<file path="src/rtl/pipe_hold_ctrl_pkg.sv">
// rtl/pipe_hold_ctrl_pkg.sv - hold levels, controller state encodings and the hold-priority helper
package pipe_hold_ctrl_pkg;

    localparam int HOLD_FLAG_BUS = 3;
    localparam int PHC_STATE_BUS = 2;

    typedef enum logic [HOLD_FLAG_BUS-1:0] {
        HOLD_NONE = 3'd0,
        HOLD_PC   = 3'd1,
        HOLD_IF   = 3'd2,
        HOLD_ID   = 3'd3
    } hold_e;

    typedef enum logic [PHC_STATE_BUS-1:0] {
        PHC_RUN   = 2'd0,
        PHC_FLUSH = 2'd1,
        PHC_DRAIN = 2'd2,
        PHC_GRANT = 2'd3
    } phc_state_e;

    // Deeper pipeline holds have numerically larger codes, so priority is a plain max.
    function automatic hold_e hold_max(input hold_e a, input hold_e b);
        return (a > b) ? a : b;
    endfunction

endpackage

</file>
<file path="src/rtl/pipe_hold_cnt.sv">
// rtl/pipe_hold_cnt.sv - loadable down-counter with enable, flags when the count is 1
module pipe_hold_cnt #(
    parameter int CNT_W = 4
) (
    input  logic             clk,
    input  logic             rst,
    input  logic             load_i,
    input  logic [CNT_W-1:0] load_val_i,
    input  logic             en_i,
    output logic             one_o
);

    logic [CNT_W-1:0] cnt_q;
    logic [CNT_W-1:0] cnt_d;

    always_comb begin
        cnt_d = cnt_q;
        if (load_i) begin
            cnt_d = load_val_i;
        end else if (en_i && (cnt_q != '0)) begin
            cnt_d = cnt_q - CNT_W'(1);
        end
    end

    always_ff @(posedge clk or posedge rst) begin
        if (rst) begin
            cnt_q <= '0;
        end else begin
            cnt_q <= cnt_d;
        end
    end

    assign one_o = (cnt_q == CNT_W'(1));

endmodule

</file>
<file path="src/rtl/pipe_hold_ctrl.sv">
// rtl/pipe_hold_ctrl.sv - pipeline hold/flush/bus-grant controller; PIPE_HOLD_STATS_EN enables stall/flush counters
module pipe_hold_ctrl
    import pipe_hold_ctrl_pkg::*;
#(
    parameter int FLUSH_CYCLES = 2,
    parameter int DRAIN_CYCLES = 2,
    parameter int CNT_W        = 4
) (
    input  logic        clk,
    input  logic        rst,
    input  logic        jump_req_i,
    input  logic [31:0] jump_addr_i,
    input  logic        ex_busy_i,
    input  logic        clint_hold_i,
    input  logic        jtag_halt_i,
    input  logic        bus_req_i,
    output logic        bus_gnt_o,
    output logic        jump_o,
    output logic [31:0] jump_addr_o,
    output logic [2:0]  hold_flag_o,
    output logic [1:0]  state_o,
    output logic [31:0] stall_cnt_o,
    output logic [31:0] flush_cnt_o
);

    phc_state_e  state_q;
    logic        pending_q;
    logic        block_q;
    logic        jump_q;
    logic [31:0] pend_addr_q;
    logic [31:0] jump_addr_q;

    logic        go_flush;
    logic        go_drain;
    logic        cnt_one;
    hold_e       state_hold;
    hold_e       level_hold;

    // Transition decisions are shared by the FSM and the counter load.
    always_comb begin
        go_flush = 1'b0;
        go_drain = 1'b0;
        case (state_q)
            PHC_RUN: begin
                go_flush = jump_req_i;
                go_drain = !jump_req_i && bus_req_i && !block_q;
            end
            PHC_FLUSH: begin
                go_flush = jump_req_i;
                go_drain = !jump_req_i && cnt_one && bus_req_i;
            end
            PHC_DRAIN: go_flush = jump_req_i;
            PHC_GRANT: go_flush = !bus_req_i && (pending_q || jump_req_i);
            default: ;
        endcase
    end

    pipe_hold_cnt #(.CNT_W(CNT_W)) u_cnt (
        .clk        (clk),
        .rst        (rst),
        .load_i     (go_flush || go_drain),
        .load_val_i (go_flush ? CNT_W'(FLUSH_CYCLES) : CNT_W'(DRAIN_CYCLES)),
        .en_i       ((state_q == PHC_FLUSH) || ((state_q == PHC_DRAIN) && !ex_busy_i)),
        .one_o      (cnt_one)
    );

    always_ff @(posedge clk or posedge rst) begin
        if (rst) begin
            state_q     <= PHC_RUN;
            pending_q   <= 1'b0;
            block_q     <= 1'b0;
            jump_q      <= 1'b0;
            pend_addr_q <= '0;
            jump_addr_q <= '0;
        end else begin
            jump_q  <= go_flush;
            block_q <= 1'b0;
            if (go_flush) begin
                jump_addr_q <= (state_q == PHC_GRANT && !jump_req_i) ? pend_addr_q : jump_addr_i;
                state_q     <= PHC_FLUSH;
            end
            case (state_q)
                PHC_RUN: begin
                    if (go_drain) state_q <= PHC_DRAIN;
                end
                PHC_FLUSH: begin
                    if (!go_flush && cnt_one) state_q <= go_drain ? PHC_DRAIN : PHC_RUN;
                end
                PHC_DRAIN: begin
                    if (!go_flush) begin
                        if (!bus_req_i)                    state_q <= PHC_RUN;
                        else if (!ex_busy_i && cnt_one)    state_q <= PHC_GRANT;
                    end
                end
                PHC_GRANT: begin
                    if (!bus_req_i) begin
                        pending_q <= 1'b0;
                        if (!go_flush) begin
                            state_q <= PHC_RUN;
                            block_q <= 1'b1;
                        end
                    end else if (jump_req_i) begin
                        pending_q   <= 1'b1;
                        pend_addr_q <= jump_addr_i;
                    end
                end
                default: state_q <= PHC_RUN;
            endcase
        end
    end

    always_comb begin
        case (state_q)
            PHC_FLUSH:            state_hold = HOLD_ID;
            PHC_DRAIN, PHC_GRANT: state_hold = HOLD_PC;
            default:              state_hold = HOLD_NONE;
        endcase
        if (clint_hold_i)                   level_hold = HOLD_ID;
        else if (ex_busy_i || jtag_halt_i)  level_hold = HOLD_PC;
        else                                level_hold = HOLD_NONE;
        hold_flag_o = rst ? HOLD_NONE : hold_max(state_hold, level_hold);
    end

    assign bus_gnt_o   = (state_q == PHC_GRANT);
    assign jump_o      = jump_q;
    assign jump_addr_o = jump_addr_q;
    assign state_o     = state_q;

`ifdef PIPE_HOLD_STATS_EN
    logic [31:0] stall_cnt_q;
    logic [31:0] flush_cnt_q;

    always_ff @(posedge clk or posedge rst) begin
        if (rst) begin
            stall_cnt_q <= '0;
            flush_cnt_q <= '0;
        end else begin
            if ((hold_flag_o != 3'd0) && (stall_cnt_q != 32'hFFFF_FFFF)) stall_cnt_q <= stall_cnt_q + 32'd1;
            if (jump_q && (flush_cnt_q != 32'hFFFF_FFFF))                flush_cnt_q <= flush_cnt_q + 32'd1;
        end
    end

    assign stall_cnt_o = stall_cnt_q;
    assign flush_cnt_o = flush_cnt_q;
`else
    assign stall_cnt_o = '0;
    assign flush_cnt_o = '0;
`endif

endmodule

</file>
<file path="config.mk">
export PLATFORM = sky130hd
export DESIGN_NAME = pipe_hold_ctrl
export DESIGN_NICKNAME = d
export VERILOG_FILES = /design/src/rtl/pipe_hold_ctrl_pkg.sv /design/src/rtl/pipe_hold_cnt.sv /design/src/rtl/pipe_hold_ctrl.sv
export SDC_FILE = /design/constraint.sdc
export NUM_CORES = 1
export LEC_CHECK = 0
export ABC_AREA = 1
export CORE_MARGIN = 1.5
export CORE_UTILIZATION = 40
export DETAILED_ROUTE_END_ITERATION = 10
export MAX_ROUTING_LAYER = met4
export PLACE_DENSITY = 0.76
export SYNTH_ARGS = -nofsm -noshare
export SYNTH_HDL_FRONTEND = slang
export SYNTH_SLANG_ARGS = --single-unit
export TNS_END_PERCENT = 5
</file>
<file path="constraint.sdc">
create_clock -name clk -period 2.9 [get_ports clk]
set_clock_uncertainty 0.05 [all_clocks]
set_input_delay 0.58 -clock clk [delete_from_list [all_inputs] [get_ports clk]]
set_output_delay 0.58 -clock clk [all_outputs]
set_load 0.01 [all_outputs]
</file>
## Word level (Yosys, flattened, before mapping)

Index checks and enable logic that the tools add are counted.

- Add/sub/neg operators: 1
- $lt $le $gt $ge: 1
- Equality and inequality tests: 5
- Mux-type cells: 25
- Reductions and logical operators: 26

Operator list:

| cell | count |
|---|---|
| 2-to-1 mux 32 bit | 1 |
| 2-to-1 mux 2 bit | 10 |
| logical AND 1 bit | 10 |
| 2-to-1 mux 4 bit | 2 |
| case mux 2 bit (4 select lines) | 1 |
| 2-to-1 mux 1 bit | 6 |
| 2-to-1 mux 3 bit | 2 |
| logical NOT 1 bit | 5 |
| equality test 2 bit, second input constant | 2 |
| equality test 4 x 1 -> 1 bit, second input constant | 1 |
| logical OR 1 bit | 4 |
| case mux 1 bit (2 select lines) | 2 |
| case mux 2 bit (2 select lines) | 1 |
| nonzero test 4 bit | 1 |
| subtractor 4 x 1 -> 4 bit, second input constant | 1 |
| > comparator 3 bit | 1 |
| AND reduction 3 bit | 1 |
| OR reduction 3 bit | 1 |
| equality test 2 x 1 -> 1 bit, second input constant | 1 |
| logical NOT 2 bit | 1 |
| inequality test 2 bit, second input constant | 1 |
| AND reduction 2 bit | 1 |
| nonzero test 2 bit | 1 |
| OR reduction 2 bit | 1 |

- Bits in registers: 73
- Bits of input ports: 39
- Output and inout bits: 103
- Logic and storage cells: 65

## Longest topological paths before layout

Gate-level depths: netlist (run 1).

- Depth after elaboration: 8
- Depth in mapped cells: 9
- Depth with buffers taken out: 9

## Modules after synthesis

Synthesis (run 1) repeated with hierarchy kept, for this count alone.

- Cell total of the unflattened synthesis: 539
- Area, all modules: 3995.1 µm²

Modules (own cells, without submodules):

| module | times used | cells an instance | area each (µm²) | seq. area each (µm²) |
|---|---|---|---|---|
| pipe_hold_ctrl | 1 | 496 | 3696.0 | 1726.7 |
| pipe_hold_cnt | 1 | 43 | 299.0 | 100.1 |

## Worst setup path after synthesis (run 1)

No wires, ideal clock.

- Path type: input-to-output
- Start: in rst
- End: out hold_flag_o[0]
- Arrival: 2.448 ns
- Setup slack: -0.178 ns
- Stages on the path: 3
- Path buffers: 0
- Cell sequence: inv_1 nand2_1 nor2_1

- Longest elaborated chain between the ends: 1

Ends and longest elaborated chain:

| element | RTL line | source |
|---|---|---|
| start, declared | pipe_hold_ctrl.sv:10 | `input logic rst,` |
| 2-to-1 mux 3 bit | pipe_hold_ctrl.sv:121 | `hold_flag_o = rst ? HOLD_NONE : hold_max(state_hold, level_hold);` |
| end, declared | pipe_hold_ctrl.sv:20 | `output logic [2:0] hold_flag_o,` |

No other way between the ends.

## Worst setup path after layout (run 1)

- Start: in clint_hold_i
- End: out hold_flag_o[0]

- Longest elaborated chain between the ends: 4

Ends and longest elaborated chain:

| element | RTL line | source |
|---|---|---|
| start, declared | pipe_hold_ctrl.sv:14 | `input logic clint_hold_i,` |
| 2-to-1 mux 2 bit * | pipe_hold_ctrl.sv:118 | `if (clint_hold_i) level_hold = HOLD_ID;` |
| > comparator 3 bit | pipe_hold_ctrl_pkg.sv:23 | `return (a > b) ? a : b;` |
| 2-to-1 mux 3 bit * | pipe_hold_ctrl_pkg.sv:23 |  |
| 2-to-1 mux 3 bit * | pipe_hold_ctrl.sv:121 |  |

Every way passes the cells marked *; elsewhere a longest branch is shown, timed or not.

==> results of run 1 <==
-- per-layer routing --
| layer | part of all wire | global-route usage |
|---|---|---|
| met2 | 0.49 | 0.286 |
| met4 | 0.020 | 0.0611 |
| met3 | 0.053 | 0.0390 |
| met5 | 0 | - |
| met1 | 0.43 | 0.192 |
-- metrics by stage --
step           area [µm²]  total power (W)  setup TNS [ns]   util
3_5_place_dp         4530          0.00312          -0.135  0.483
5_1_grt              4720          0.00421               0  0.504
2_1_floorplan        4170          0.00256               0      -
6_report             4720          0.00387               0  0.504
4_1_cts              4720          0.00393               0  0.503
3_3_place_gp         4530          0.00305         -0.0939  0.483
-- power by group --
group          internal, W  switching (W)
registers          0.00144       0.000185
logic             0.000652       0.000832
clock network     0.000397       0.000373
total              0.00249        0.00139
-- critical path, stage by stage --
cell	delay, ns
clkdlybuf4s50_1	0.45
inv_1	0.06
ha_1	0.30
nor2_1	0.12
nor2_1	0.06
a21oi_2	0.12
nand2_1	0.06
nand2_1	0.07
nor2_1	0.04
dlygate4sd2_1	0.27
-- cells in the final DEF (no fill, tap or decap) --
cell and n:
nand2_1 179, clkdlybuf4s50_1 75, dfrtp_1 72, conb_1 65
o21ai_0 58, inv_1 47, nor2_1 14, nand3_1 12
clkbuf_8 9, o21ai_1 8, ha_1 5, nand4_1 4
clkinv_2 3, buf_4 3, nand2_2 2, nand2_4 2
clkinvlp_4 2, clkbuf_1 2, inv_2 1, nor3_1 1
inv_4 1, nand3b_1 1, nor2_8 1, o2111ai_1 1
a21oi_2 1, o211ai_1 1, a21oi_1 1, clkinv_4 1
bufinv_16 1, dlygate4sd2_1 1, buf_12 1, dfrtp_2 1
-- final timing paths --
check | endpoint | slack, ns | cells after the start
max in group asynchronous | state_o[1] | 1.20 | 3
max reg2reg | pend_addr_q[5] | 1.21 | 7
min in group asynchronous | u_cnt.cnt_q[2] | 0.89 | 3
max | hold_flag_o[0] | 0.15 | 10
min | jump_addr_o[14] | 0.43 | 2
min reg2reg | jump_addr_o[14] | 0.43 | 2
-- cell type report --
| type | instances | area [µm²] | share of cell area |
|---|---|---|---|
| Clock buffer | 11 | 131 | 0.0278 |
| Clock inverter | 5 | 56.3 | 0.0119 |
| Inverter | 51 | 199 | 0.0421 |
| Multi-Input combinational cell | 356 | 1540 | 0.327 |
| Tap cell | 129 | 161 | 0.0342 |
| Sequential cell | 73 | 1830 | 0.387 |
| Timing Repair Buffer | 80 | 802 | 0.170 |
-- cells by family after synthesis --
family / after synthesis
compound gates: 70
fa+ha+maj: 5
buf+inv: 134
flops: 73
other cells: 1
simple gates: 216
-- repair_timing --
item,4_1_cts,5_1_grt
gates resized for setup,1,2
cloned,0,0
hold buffers,0,0
endpoints found under the setup margin,1,1
-- registers in the layout, summed over array words and instances (netlist names) --
name and cells:
block_q 1, state_o 2, pend_addr_q 32, pending_q 1
jump_addr_o 32, jump_o 1, u_cnt.cnt_q 4
==> impl_metrics.ini, run 1 <==
[clock_network]
root_buffer = clkbuf_8
cts_tree = yes
clock-sinks = 73
post-cts-setup-buffers = 0
clk_path_buf_depth = 2
cts.clk_slew.worst_paths_ns = 0.07
htree_num_levels = 3
insertion_delay_ns = 0.34
cts_buffers = 9

[critical_path]
crit_path_start = clint_hold_i
r2r_start = state_o[0]
crit_type = primary input to primary output
endpoint_kind = primary output
cp_max_fo = 3
critPathLaunchType = primary input
cp.arrival_ns = 2.12
critPathRequiredTime_ns = 2.27

[global_route]
grt_pass1_vias = 2937
grt_use_total = 0.167
grt_pass1_wl_um = 13300
grt_max_degree = 74
antenna_found_initial = 0
overflow = 0

[logic_synthesis]
synth_cell_types = 25
avgSynthCellArea_um2 = 7.87
yosysTopAreaCellShare = 0.465
syn_area_um2 = 3930
yosys.area_share.adder = 0.0159
synth_top_area_cell = dfrtp_1
synth_simple_gate_area_frac = 0.223
ys_seq_elements = 73
netlist_instances = 499
yosys_warnings = 0
synth_common_cells = 179 x nand2_1, 73 x dfrtp_1, 69 x buf_4
synth-compound-area-share = 0.0908
synth-edff-count = 0
ys_seq_area_frac = 0.465
synth.area.top_cells = dfrtp_1 47%, nand2_1 17%, buf_4 13%
yosysMostFrequentCell = nand2_1
yosys.area_share.xor_xnor = 0
muxShareOfSynthArea = 0
async_flop_share = 1.00
synth_top_family_by_area = simple AND/OR/NAND/NOR gates
synth_flop_cell = dfrtp_1

[finish]
final_nets = 615
area_delta_synth_final_pct = 20.2
antenna_cells = 0
instances_no_fill = 705
drive_gt1_frac = 0.0503
fillers = 926

[min_path]
hold_path.class = flop to flop
min_from = jump_addr_o[14]

[floorplanning]
die_h_um = 102
core_area_um2 = 9370
die_area_um2 = 10400
ios = 142
die_x_um = 102
floorplan.initialDensity = 0.419
fp-row-count = 35

[drt]
post_drt_wl_per_cell_um = 11.3
routed_wl_um = 7980
ant_nets = 0
avgViaCountPerCell = 4.45
drt_pass1_iterations = 4
drc = 0
dr.first_iter.drc_count = 116
via_count = 3139

[sta]
finalSetupViolCount = 0
tightestPinTransition_ns = 0.947
hold_ws_ns = 0.429
slew_headroom = 0.369
slew_viol_final = 0
fmaxAchievable_mhz = 363
period_needed_ns = 2.75
finalHoldViolations = 0
post-route-period-util = 0.950
grt_setup_unrepaired = false
worst_slack_ns = 0.146

[placement]
place_congestion = 0.835
portBuffers = 76
place_ws_ns = -0.135
dpl.hpwl_um = 5370
dpl.cell_count = 689

[power]
p_leak_nw = 2.45
p_per_area_nw_per_um2 = 821
ir_drop_mv = 0.363

[run]
maxCapViolCount = 0

[outcome]
status = complete, no violations
(Power assumes the default switching activity.)
==> run 2: changes to the inputs <==
Settings changed: CORE_MARGIN 1.5 to 2, HOLD_SLACK_MARGIN set to 0.08, PLACE_DENSITY 0.76 to 0.73.
Clock period 2.9 ns to 3.2 ns, I/O delays scaled along.
==> run 2 against run 1 <==
Against the previous run: via count up 0.22%; die area up 2.0%; combinational power down 9%; global-route usage down 0.76 points; wire length down 0.88%; register-to-register slack better by 0.19 ns; clock power up 6.5%; sequential cell count unchanged; sequential power down 9%; largest cell class unchanged; largest power group unchanged; highest routed layer unchanged.
==> impl_metrics.ini, run 2 (synthesis gave the netlist of run 1 again) <==
[min_path]
min_path_cells = 2
min_from = jump_addr_o[0]
hold_path.class = flop to flop
min_to = jump_addr_o[0]

[critical_path]
crit_path_cell_trace = clkdlybuf4s50_1 > inv_1 > ha_1 > nor2_1 > nor2_1 > a21oi_2 > nand2_1 > nand2_1 > nor2_1 > dlymetal6s2s_1
r2r_start = state_o[0]
r2r_cells = 8
critPathLaunchType = primary input
endpoint_kind = primary output
cp.arrival_ns = 2.07
critPathRequiredTime_ns = 2.51
rr_endpoint = u_cnt.cnt_q[1]
ff2ff_setup_slack_ns = 1.40
crit_type = primary input to primary output
max_stage_delay_ns = 0.45
crit_slowest_cell = clkdlybuf4s50_1
cp_common_cell = nor2_1
path_delay_family = buffers and inverters
crit_buf_inv = 3
cp_max_fo = 3

[clock_network]
cts_tree = yes
cts_hold_buf = 0
cts_buffers = 9
root_buffer = clkbuf_8
cts.clk_slew.worst_paths_ns = 0.07
clock-sinks = 73
clk_path_buf_depth = 2
insertion_delay_ns = 0.35
htree_num_levels = 3

[floorplanning]
core_area_um2 = 9640
die_h_um = 103
die_x_um = 103
ios = 142
floorplan.initialDensity = 0.407
die_area_um2 = 10600
fp-row-count = 36

[drt]
ant_nets = 0
via_count = 3146
dr.first_iter.drc_count = 122
post_drt_wl_per_cell_um = 11.2
avgViaCountPerCell = 4.45
drt_pass1_iterations = 4
drc = 0
routed_wl_um = 7910

[finish]
final_nets = 613
final_common_cell = nand2_1
area_delta_synth_final_pct = 20.7
drive_gt1_frac = 0.0488
post-route-util = 0.492
most-common-layout-cells = 179 x nand2_1, 75 x clkdlybuf4s50_1, 73 x dfrtp_1
antenna_cells = 0

[power]
p_per_area_nw_per_um2 = 766
p_leak_nw = 2.47
ir_drop_mv = 0.348

[global_route]
grt_use_total = 0.160
antenna_found_initial = 0
grt_max_degree = 74
overflow = 0
grt_pass1_wl_um = 13000
grt_pass1_vias = 2915

[sta]
slew_viol_final = 0
tightestPinTransition_ns = 0.923
grt_setup_unrepaired = false
finalSetupViolCount = 0
post-route-period-util = 0.862
fin_setup_tns_ns = 0
period_needed_ns = 2.76
slew_headroom = 0.385
finalHoldViolations = 0
fmaxAchievable_mhz = 362

[run]
maxCapViolCount = 0

[placement]
place_congestion = 0.776
dpl.hpwl_um = 5320
portBuffers = 76

[outcome]
status = complete, no violations
## run 2: changes by cell type in the layout (fill, tap and decap cells not counted), sizes merged
cell / previous run / this run
buf: 4 / 2
bufinv: 1 / 2
clkinv: 4 / 3
clkinvlp: 2 / 1
dlygate4sd2: 1 / 0
dlymetal6s2s: 0 / 1
inv: 49 / 50
## run 2: power breakdown
| part | switching (W) | leakage [nW] | total (W) | internal [W] |
|---|---|---|---|---|
| Clock | 0.000340 | 0.115 | 0.000819 | 0.000479 |
| Combinational | 0.000748 | 1.48 | 0.00134 | 0.000588 |
| Sequential | 0.000175 | 0.883 | 0.00148 | 0.00130 |
| Total | 0.00126 | 2.47 | 0.00363 | 0.00237 |
## run 2: cell type report
cell class | count | area [µm²]
Timing Repair Buffer | 78 | 778
Inverter | 51 | 195
Fill cell | 989 | 4900
Clock buffer | 11 | 151
Tap cell | 133 | 166
Clock inverter | 5 | 77.6
Sequential cell | 73 | 1830
Multi-Input combinational cell | 356 | 1540
## run 2: routing by layer
layer  vias to the layer above  wire [µm]  GRT usage
met1                      1467       3590      0.196
met5                         -          0          -
met2                       110       3650      0.253
li1                       1554          -          -
met4                         0        182     0.0729
met3                        15        491     0.0353
## run 2: worst register-to-register path: stages (launching register included)
cell	delay, ns
dfrtp_1	0.47
nand2_2	0.14
clkinv_2	0.10
nand2_1	0.11
nand2_2	0.07
nand2_4	0.27
inv_4	0.24
nor2_1	0.15
nand3_1	0.09
## run 2: what timing repair did
item,in CTS,in global routing
buffers inserted,0,0
setup endpoints to repair,0,1
gates resized for setup,0,2
## run 2: metrics by stage
| stage | hold WS, ns | power (W) | cells | setup slack [ns] | cell area [µm²] |
|---|---|---|---|---|---|
| floorplan | 0.420 | 0.00232 | 563 | 0.00195 | 4170 |
| global placement | 0.416 | 0.00277 | 691 | 0.0903 | 4500 |
| detailed placement | 0.415 | 0.00282 | 691 | 0.0407 | 4500 |
| CTS | 0.436 | 0.00366 | 707 | 0.0281 | 4730 |
| global route | 0.460 | 0.00392 | 707 | 0.369 | 4740 |
| finish | 0.433 | 0.00363 | 707 | 0.441 | 4740 |
## run 2: worst max path at each step
stage,endpoint,slack (ns),from,cells past startpoint
2_1_floorplan,hold_flag_o[0],0.002,rst,3
3_3_place_gp,hold_flag_o[0],0.09,clint_hold_i,9
6_report,hold_flag_o[0],0.44,clint_hold_i,10
4_1_cts,hold_flag_o[0],0.03,clint_hold_i,9
3_5_place_dp,hold_flag_o[0],0.04,clint_hold_i,9
5_1_grt,hold_flag_o[0],0.37,clint_hold_i,10
==> run 3: changes to the inputs <==
Settings changed: CAP_MARGIN set to 20, SLEW_MARGIN set to 0, SYNTH_HIERARCHICAL set to 1.
==> run 3 against run 2 <==
Against the previous run: register-to-register slack lost 0.07 ns; clock power grew 3.1%; sequential power is essentially flat; synthesized area is 1.7% higher; via count rose by 2.7%; non-clock buffer count grew 3; die area increased by 1.7%; total power is 2.1% lower; synthesized cell count increased by 8.0%; global-route usage increased by 0.41 points; final cell count up 6.5%.
==> impl_metrics.ini, run 3 <==
[logic_synthesis]
ys_seq_elements = 73
syn_area_um2 = 4000
synth_cell_types = 26
async_flop_share = 1.00
synth_common_cells = 314 x nand2_1, 73 x dfrtp_1, 65 x buf_4
synth-edff-count = 0
yosys_warnings = 6
synth.area.top_cells = dfrtp_1 46%, nand2_1 30%, buf_4 12%
synth_flop_cell = dfrtp_1
synth_top_area_cell = dfrtp_1
netlist_instances = 539
avgSynthCellArea_um2 = 7.41
yosysTopAreaCellShare = 0.457
yosysMostFrequentCell = nand2_1
ys_seq_area_frac = 0.457

[finish]
antenna_cells = 0
seq_area_um2 = 1830
most-common-layout-cells = 314 x nand2_1, 76 x clkdlybuf4s50_1, 72 x dfrtp_1
final_common_cell = nand2_1
design_area_um2 = 4870
final_nets = 659
fillers = 967
multi_input_area_um2 = 1750
area_delta_synth_final_pct = 22.0
drive_gt1_frac = 0.0597
instances_no_fill = 753

[critical_path]
crit_type = primary input to primary output
rr_endpoint = u_cnt/cnt_q[2]
endpoint_kind = primary output
cp.arrival_ns = 2.38
cp_common_cell = clkdlybuf4s50_1
ff2ff_setup_slack_ns = 1.33
r2r_start = u_cnt/cnt_q[1]
cp_max_fo = 3
max_stage_delay_ns = 0.53
crit_slowest_cell = clkdlybuf4s50_1
r2r_cells = 10
critPathLaunchType = primary input
crit_path_cell_trace = clkdlybuf4s50_1 > inv_1 > ha_1 > o21bai_1 > a21oi_1 > nor2_1 > clkdlybuf4s50_1
critPathRequiredTime_ns = 2.51

[floorplanning]
die_h_um = 104
core_area_um2 = 9730
floorplan.initialDensity = 0.411
fp-row-count = 36
die_area_um2 = 10800
ios = 142
die_x_um = 104

[outcome]
status = complete, no violations

[placement]
dpl.cell_count = 737
place_congestion = 0.807
place_ws_ns = 0.129
dpl_cell_area_um2 = 4630
portBuffers = 76
dpl.hpwl_um = 5650

[min_path]
min_from = jump_addr_o[20]
min_path_cells = 2
hold_path.class = flop to flop
min_to = jump_addr_o[20]

[drt]
dr.first_iter.drc_count = 101
via_count = 3230
post_drt_wl_per_cell_um = 11.0
ant_nets = 0
avgViaCountPerCell = 4.29
drt_pass1_iterations = 4
routed_wl_um = 8310
drc = 0

[power]
p_leak_nw = 2.68
p_per_area_nw_per_um2 = 729
ir_drop_mv = 0.309

[sta]
hold_ws_ns = 0.420
slew_headroom = 0.407
fin_setup_tns_ns = 0
finalSetupViolCount = 0
period_needed_ns = 3.07
finalHoldViolations = 0
fmaxAchievable_mhz = 326
slew_viol_final = 0
post-route-period-util = 0.959
worst_slack_ns = 0.131
grt_setup_unrepaired = false
tightestPinTransition_ns = 0.889

[global_route]
grt_use_total = 0.164
antenna_found_initial = 0
grt_pass1_wl_um = 14000
grt_max_degree = 70
overflow = 0
grt_pass1_vias = 3046

[clock_network]
cts_hold_buf = 0
clock-sinks = 73
insertion_delay_ns = 0.34
htree_num_levels = 3
cts.clk_slew.worst_paths_ns = 0.08
cts_tree = yes
root_buffer = clkbuf_8
cts_buffers = 9
clk_path_buf_depth = 2

[run]
maxCapViolCount = 0
-- run 3: changes by cell type in the layout (fill, tap and decap cells not counted), moves of 4 or more --
cell | previous run | this run
o21ai_0 | 58 | 3
nand4_1 | 4 | 0
nor2_1 | 14 | 8
conb_1 | 65 | 69
o21ai_1 | 8 | 2
nand2_1 | 179 | 314
inv_1 | 47 | 16
-- run 3: how the worst max path moves through the flow --
| stage | depth (start not counted) | to | slack (ns) | from |
|---|---|---|---|---|
| 2_1_floorplan | 3 | hold_flag_o[0] | 0.09 | rst |
| 3_3_place_gp | 7 | hold_flag_o[0] | 0.18 | clint_hold_i |
| 3_5_place_dp | 7 | hold_flag_o[0] | 0.13 | clint_hold_i |
| 4_1_cts | 8 | hold_flag_o[0] | 0.1 | state_o[0] |
| 5_1_grt | 9 | hold_flag_o[0] | 0.02 | ex_busy_i |
| 6_report | 7 | hold_flag_o[0] | 0.13 | clint_hold_i |
-- run 3: where the power goes --
group	switching, W	internal (W)	leakage (nW)	total, W
combinational	0.000685	0.000565	1.65	0.00125
clock	0.000341	0.000503	0.123	0.000844
sequential	0.000205	0.00126	0.907	0.00146
-- run 3: cell families after synthesis --
family	count (synthesis)	synth area share
flops	73	0.457
fa+ha+maj	5	0.0157
compound gates	10	0.0157
simple gates	346	0.341
other cells	2	0.00188
buf+inv	103	0.168
-- run 3: layout make-up --
type,count,area share
flip-flops and latches,73,0.375
inverters,20,0.0157
clock buffers,12,0.0339
repair buffers,81,0.166
well taps,133,0.0341
clock inverters,4,0.0151
multi-input cells,430,0.360
-- run 3: metrics by stage --
| step | power, W | utilization |
|---|---|---|
| after detailed placement | 0.00273 | 0.476 |
| final | 0.00356 | 0.501 |
| after global placement | 0.00267 | 0.476 |
| after CTS | 0.00359 | 0.501 |
| after floorplan | 0.00227 | - |
| after global routing | 0.00383 | 0.501 |
-- run 3: timing repair --
action                     CTS  global route
resized for setup            0             1
setup endpoints to repair    0             1
buffers inserted             0             0
-- run 3: worst max-delay path, delay by kind of cell --
family | cells | cell delay [ns]
fa+ha+maj | 1 | 0.31
buf+inv | 3 | 1.06
compound gates | 2 | 0.27
simple gates | 1 | 0.10
-- run 3: routing by layer --
metal  wire length, µm  GRT usage  vias to the layer above
li1                  -          -                     1640
met1              3730      0.200                     1475
met2              4070      0.266                      102
met3               408     0.0313                       13
met4               103     0.0724                        0
met5                 0          -                        -
